### src/rtl/seq_shift_unit.sv
// Multi-cycle shift unit: parallel load, then one shift per clock with a start/busy/done handshake.
// Define SEQ_SHIFT_UNIT_ROTATE_EN to build rotate-right for mode 11; otherwise mode 11 acts as LSR.
module seq_shift_unit #(
  parameter int WIDTH = 8,
  parameter int AW    = 4
) (
  input  logic             clk,
  input  logic             reset_n,
  input  logic [WIDTH-1:0] load_val,
  input  logic             load_n,
  input  logic             start,
  input  logic [1:0]       mode,
  input  logic [AW-1:0]    amount,
  output logic [WIDTH-1:0] Q,
  output logic             shift_out,
  output logic             busy,
  output logic             done
);

  typedef enum logic {
    IDLE  = 1'b0,
    SHIFT = 1'b1
  } state_t;

  state_t           state_q;
  logic [WIDTH-1:0] data_q;
  logic             shiftOut_q;
  logic             busy_q;
  logic             done_q;
  logic [AW-1:0]    cnt_q;
  logic [1:0]       mode_q;

  logic [WIDTH-1:0] data_d;
  logic             shiftOut_d;

  // Single-position shift of the current register using the mode latched at start.
  always_comb begin
    data_d     = {1'b0, data_q[WIDTH-1:1]};
    shiftOut_d = data_q[0];
    case (mode_q)
      2'b00: data_d = {1'b0, data_q[WIDTH-1:1]};
      2'b01: data_d = {data_q[WIDTH-1], data_q[WIDTH-1:1]};
      2'b10: begin
        data_d     = {data_q[WIDTH-2:0], 1'b0};
        shiftOut_d = data_q[WIDTH-1];
      end
      default: begin
`ifdef SEQ_SHIFT_UNIT_ROTATE_EN
        data_d = {data_q[0], data_q[WIDTH-1:1]};
`else
        data_d = {1'b0, data_q[WIDTH-1:1]};
`endif
      end
    endcase
  end

  always_ff @(posedge clk or negedge reset_n) begin
    if (!reset_n) begin
      state_q    <= IDLE;
      data_q     <= '0;
      shiftOut_q <= 1'b0;
      busy_q     <= 1'b0;
      done_q     <= 1'b0;
      cnt_q      <= '0;
      mode_q     <= 2'b00;
    end else begin
      done_q <= 1'b0;
      case (state_q)
        IDLE: begin
          if (!load_n) begin
            data_q     <= load_val;
            shiftOut_q <= 1'b0;
          end else if (start) begin
            if (amount == '0) begin
              done_q <= 1'b1;
            end else begin
              mode_q  <= mode;
              cnt_q   <= amount;
              busy_q  <= 1'b1;
              state_q <= SHIFT;
            end
          end
        end
        SHIFT: begin
          // A load during a shift aborts the operation without a done pulse.
          if (!load_n) begin
            data_q     <= load_val;
            shiftOut_q <= 1'b0;
            busy_q     <= 1'b0;
            cnt_q      <= '0;
            state_q    <= IDLE;
          end else begin
            data_q     <= data_d;
            shiftOut_q <= shiftOut_d;
            cnt_q      <= cnt_q - 1'b1;
            if (cnt_q == AW'(1)) begin
              busy_q  <= 1'b0;
              done_q  <= 1'b1;
              state_q <= IDLE;
            end
          end
        end
        default: state_q <= IDLE;
      endcase
    end
  end

  assign Q         = data_q;
  assign shift_out = shiftOut_q;
  assign busy      = busy_q;
  assign done      = done_q;

endmodule

### config.mk
export PLATFORM = sky130hd
export DESIGN_NAME = seq_shift_unit
export DESIGN_NICKNAME = d
export VERILOG_FILES = /design/src/rtl/seq_shift_unit.sv
export SDC_FILE = /design/constraint.sdc
export NUM_CORES = 1
export LEC_CHECK = 0
export CAP_MARGIN = 20
export CORE_AREA = 2 2 50 52
export CTS_BUF_LIST = sky130_fd_sc_hd__clkbuf_16
export DETAILED_ROUTE_END_ITERATION = 10
export DIE_AREA = 0 0 52 54
export HOLD_SLACK_MARGIN = 0.03
export PLACE_DENSITY = 0.83
export SLEW_MARGIN = 25
export SYNTH_ARGS = -nofsm -noshare
export SYNTH_HDL_FRONTEND = slang
export SYNTH_SLANG_ARGS = --single-unit
### constraint.sdc
create_clock -name clk -period 2 [get_ports clk]
set_clock_uncertainty 0.2 [all_clocks]
set_input_delay 0.4 -clock clk [delete_from_list [all_inputs] [get_ports clk]]
set_output_delay 0.4 -clock clk [all_outputs]
set_load 0.01 [all_outputs]
Word-level counts from Yosys, hierarchy flattened
Index checks and enable logic that the tools add are counted.

cells by class
  add/sub/neg operators = 1
  reduce and logical (&&, ||, !) cells = 5
  muxes and demuxes = 31
  equal/unequal tests = 9
  bitwise logic cells = 2

operators by type and width
  operator                                                                  count
  8-bit case mux with 2 select lines                                        2
  1-bit two-way mux                                                         18
  4-bit two-way mux                                                         4
  8-bit two-way mux                                                         2
  2-bit inequality test (second input constant)                             4
  1-bit case mux with 2 select lines                                        4
  4-bit case mux with 2 select lines                                        1
  4-bit AND reduction                                                       2
  4-bit by 1-bit equality test with 1-bit output (second input constant)    1
  4-bit logical NOT                                                         1
  4-bit by 1-bit subtractor with 4-bit output (second input constant)       1
  3-bit by 2-bit inequality test with 1-bit output (second input constant)  1
  3-bit inequality test (second input constant)                             1
  3-bit AND reduction                                                       1
  2-bit by 1-bit equality test with 1-bit output (second input constant)    1
  2-bit equality test (second input constant)                               1
  1-bit inverter                                                            2
  2-bit AND reduction                                                       1

word-level totals
  logic and storage cells = 56
  bits of input ports = 18
  output and inout bits = 11
  register bits after elaboration = 18

Longest topological paths before layout
  depth after elaboration = 5
  depth in mapped cells = 5
  mapped depth without buffers = 5

Worst setup path after synthesis
No wires, ideal clock.

  path kind = reg2reg
  from = register mode_q[0]
  to = register data_q[6] (netlist: Q[6])
  arrival = 1,427 ps
  path buffers = 0
  period minus slack after synthesis = 1,753 ps
  stages on the path, launching flop included = 6
  path slack = 247 ps
  library setup time = 126 ps
  cells stage by stage = dfrtp_1 > inv_1 > ha_1 > or2_2 > nor2b_1 > a221o_1

between the ends
  longest elaborated chain between the ends = 4
  elaborated cells between the ends (all ways) = 5
  classes of those cells = 2 x eq/ne; 3 x mux

RTL lines
  element                                                                                       line  RTL
  start: declaration                                                                            31    logic [1:0] mode_q;
  start signal: assignment                                                                      77    mode_q <= mode;
  2-bit equality test / 2-bit by 1-bit equality test with 1-bit output (equally long branches)  40    case (mode_q)
  8-bit case mux with 2 select lines *                                                          40
  8-bit two-way mux *                                                                           86    if (!load_n) begin
  8-bit case mux with 2 select lines *                                                          68    case (state_q)
  end signal: assignment                                                                        71    data_q <= load_val;
  end signal: assignment                                                                        87    data_q <= load_val;
  end signal: assignment                                                                        93    data_q <= data_d;
  end: declaration                                                                              26    logic [WIDTH-1:0] data_q;

Every way passes the cells marked *; elsewhere a longest branch is shown, timed or not.
A chain may end at the register's enable or synchronous reset.

Worst setup path after layout
  from = register mode_q[0]
  to = register data_q[2] (netlist: Q[2])

The elaborated chain is that of the path after synthesis.

==> out/summary.md <==
• top cell type's share of synthesized area: 44.9%
• Power Dens Cells: 878 nW/um^2
• largest net degree at the start of global routing: 19
• cell breakdown of the critical path: inv_1 > ha_1 > or2_2 > nor2b_1 > a221o_1
• area of the multi-input gates: 515 sq um
• Post-route DRC: 0
• worst min-delay path category: in -> async
• cell type of the slowest stage on the worst timing path: sky130_fd_sc_hd__dfrtp_1
• number of distinct library cells after synthesis: 38
• total overflow reported by the global router: 0
• total global routing track utilization: 21.3%
• cell type with the largest total area after synthesis: sky130_fd_sc_hd__dfrtp_1
• CTS tree: yes
• number of enable flip-flop cells after synthesis: 0
• worst ir drop on vdd: 0.569 mV
• library cell used as clock root buffer: sky130_fd_sc_hd__clkbuf_16
• most common cell after layout, fill and taps aside: sky130_fd_sc_hd__clkdlybuf4s50_1
• Layout Area Growth over Synthesis: 46.3%
• leakage power: 0.641 nW
• total via count after detailed routing: 939
• Max Buffers Root-to-Sink: 2
• actual slew at the worst max-slew pin: 0.434 ns
• startpoint-to-endpoint class of the critical path: reg -> reg
• synthesized area per cell: 10.5 sq um
• number of antenna violations at the first check in global routing: 0
• endpoint required time on the critical path: 1.93 ns
• number of cells produced by synthesis: 95
• non-filler cells in the finished layout: 164
• Sequential cell area: 450 sq um
• die width: 52 um
• global placement routability congestion: 0.898
• count of fill cells added during filler insertion: 189
• startpoint type of the worst setup path: register
• status: complete, no violations
• total I/O pin count: 29
• number of placement rows: 18
• post-route antenna net violation count: 0
• number of warning messages in the yosys log: 0
• post-route minimum period: 1.89 ns
• initial core utilization: 43.2%
• vias per std cell: 5.73
• Worst Path Max Fanout: 4
• setup fix buffers added after clock tree synthesis: 0
• max cap viols: 0
• number of flip-flops and latches in the synthesized netlist: 18
• fraction of registers with async set or reset after synthesis: 100%
• antenna diode count: 0
• global-route wire length before repair: 4250 um
• highest clock frequency the design can meet: 530 MHz
• nets@finish: 158
• Reg clk slew, reported paths: 0.05 ns
• CTS-repair resized insts: 0
• CP Capture Type: register
• final setup fails: 0
• quantity of hold-fixing buffers added after cts: 0
• Final Max Slew Viols: 0
• number of iterations in the first detailed-routing pass: 4
• CP top delay family: simple AND/OR/NAND/NOR gates
• Placed Cells incl. Taps: 161
• register area share after synthesis: 44.9%
• I/O Buffers: 28
• ranking of synthesized cells by area: sky130_fd_sc_hd__dfrtp_1 45%, sky130_fd_sc_hd__ha_1 5.0%, sky130_fd_sc_hd__nor2b_1 3.7%
• share of layout cells above drive strength 1: 14.2%
• summed negative setup slack over all endpoints: 0 ns
• hpwl dp: 2000 um
• commonest cells after routing, fill and taps aside: 27 x sky130_fd_sc_hd__clkdlybuf4s50_1, 18 x sky130_fd_sc_hd__dfrtp_1, 11 x sky130_fd_sc_hd__buf_4
• CORE AREA: 2320 sq um
• number of global-route vias before repair: 973
• final clock period utilization by the worst path: 94.3%
• number of violations reported at the end of detailed-routing iteration 0: 13
• synthesized netlist net count: 117
• total buffers and inverters traversed by the critical path: 1
• clock insertion delay at the later pin of the skew report: 0.25 ns
• number of H-tree levels: 1
• Die Y-Extent: 54 um
• RSZ-0062 raised after global routing: false
• total wire length after detailed routing: 2650 um
• maximum single-stage delay on the critical path: 0.38 ns
• die outline area: 2810 sq um
• data arrival time of the critical path: 1.82 ns
• average wire per standard cell: 16.2 um
• number of buffers inserted during clock tree synthesis: 3
• area of the mapped netlist: 1000 sq um
• number of hold violations in the final report: 0
• top_reg_cell synth: sky130_fd_sc_hd__dfrtp_1
• Max transition margin: 71.0%
• number of sinks handled by clock tree synthesis: 18
## cells in the mapped netlist, types with 2 or more instances
master	count
sky130_fd_sc_hd__a211oi_1	2
sky130_fd_sc_hd__a21oi_1	3
sky130_fd_sc_hd__a221o_1	3
sky130_fd_sc_hd__a22o_1	4
sky130_fd_sc_hd__a22oi_1	4
sky130_fd_sc_hd__a2bb2oi_1	2
sky130_fd_sc_hd__a31oi_1	3
sky130_fd_sc_hd__buf_2	2
sky130_fd_sc_hd__dfrtp_1	18
sky130_fd_sc_hd__ha_1	4
sky130_fd_sc_hd__inv_1	6
sky130_fd_sc_hd__mux2_4	2
sky130_fd_sc_hd__nand2_1	3
sky130_fd_sc_hd__nor2_1	4
sky130_fd_sc_hd__nor2b_1	6
sky130_fd_sc_hd__nor3_1	2
sky130_fd_sc_hd__o21ai_0	6
## per-layer routing
metal | up-vias | track usage (%) | share of wire [%]
met5 | - | 0 | 0
met4 | 0 | 14.9 | 4.5
met3 | 13 | 5.28 | 4.9
met2 | 40 | 36.1 | 49
met1 | 448 | 23.5 | 42
li1 | 438 | - | -
## cells by family after synthesis
logic type / Yosys count / synth area share, %
AO/OA/AOI/OAI: 34 / 24.7
XOR/XNOR: 2 / 1.75
adder cells (fa/ha/maj): 4 / 4.99
buffers and inverters: 9 / 3.62
flip-flops: 18 / 44.9
multiplexers: 3 / 4.00
AND/OR/NAND/NOR: 25 / 16.0
## final timing paths
check,start,to,slack (ns),depth (start not counted)
worst max-delay path,mode_q[0]$_DFFE_PN0P_,Q[2]$_DFFE_PN0P_,0.11,5
worst min-delay path,reset_n,Q[6]$_DFFE_PN0P_,0.29,2
worst max register to register,mode_q[0]$_DFFE_PN0P_,Q[2]$_DFFE_PN0P_,0.11,5
worst min register to register,mode_q[1]$_DFFE_PN0P_,mode_q[1]$_DFFE_PN0P_,0.35,1
max in group asynchronous,reset_n,cnt_q[2]$_DFFE_PN0P_,1.11,2
min in group clk,mode_q[1]$_DFFE_PN0P_,mode_q[1]$_DFFE_PN0P_,0.35,1
## state kept, by name, summed over array words and instances (netlist names)
signal / cells
Q: 8
busy: 1
cnt_q: 4
done: 1
mode_q: 2
shift_out: 1
state_q: 1
## per-stage QoR
stage          util [%]  cell area [sq um]  worst slack, ns  hold WS, ns  power [mW]
2_1_floorplan         -               1000            0.247      -0.0956       0.712
6_report           63.2               1470            0.114        0.289        1.29
5_1_grt            63.2               1470           0.0499        0.313        1.36
3_3_place_gp       59.9               1390           -0.133        0.327       0.877
3_5_place_dp       59.9               1390           -0.160        0.337       0.897
4_1_cts            63.1               1460           0.0730        0.296        1.29
## where the power goes
part | leakage [nW] | internal (mW) | switching (mW)
registers | 0.222 | 0.429 | 0.0726
clock network | 0.0370 | 0.263 | 0.129
logic | 0.382 | 0.223 | 0.171
## final cells by class
class / instances / share of cell area [%]
sequential: 18 / 30.7
timing repair buffer: 39 / 24.9
multi-input combinational: 68 / 35.2
clock buffer: 3 / 5.12
inverter: 6 / 1.54
tap: 30 / 2.56
Power figures use the tool's default switching activity.
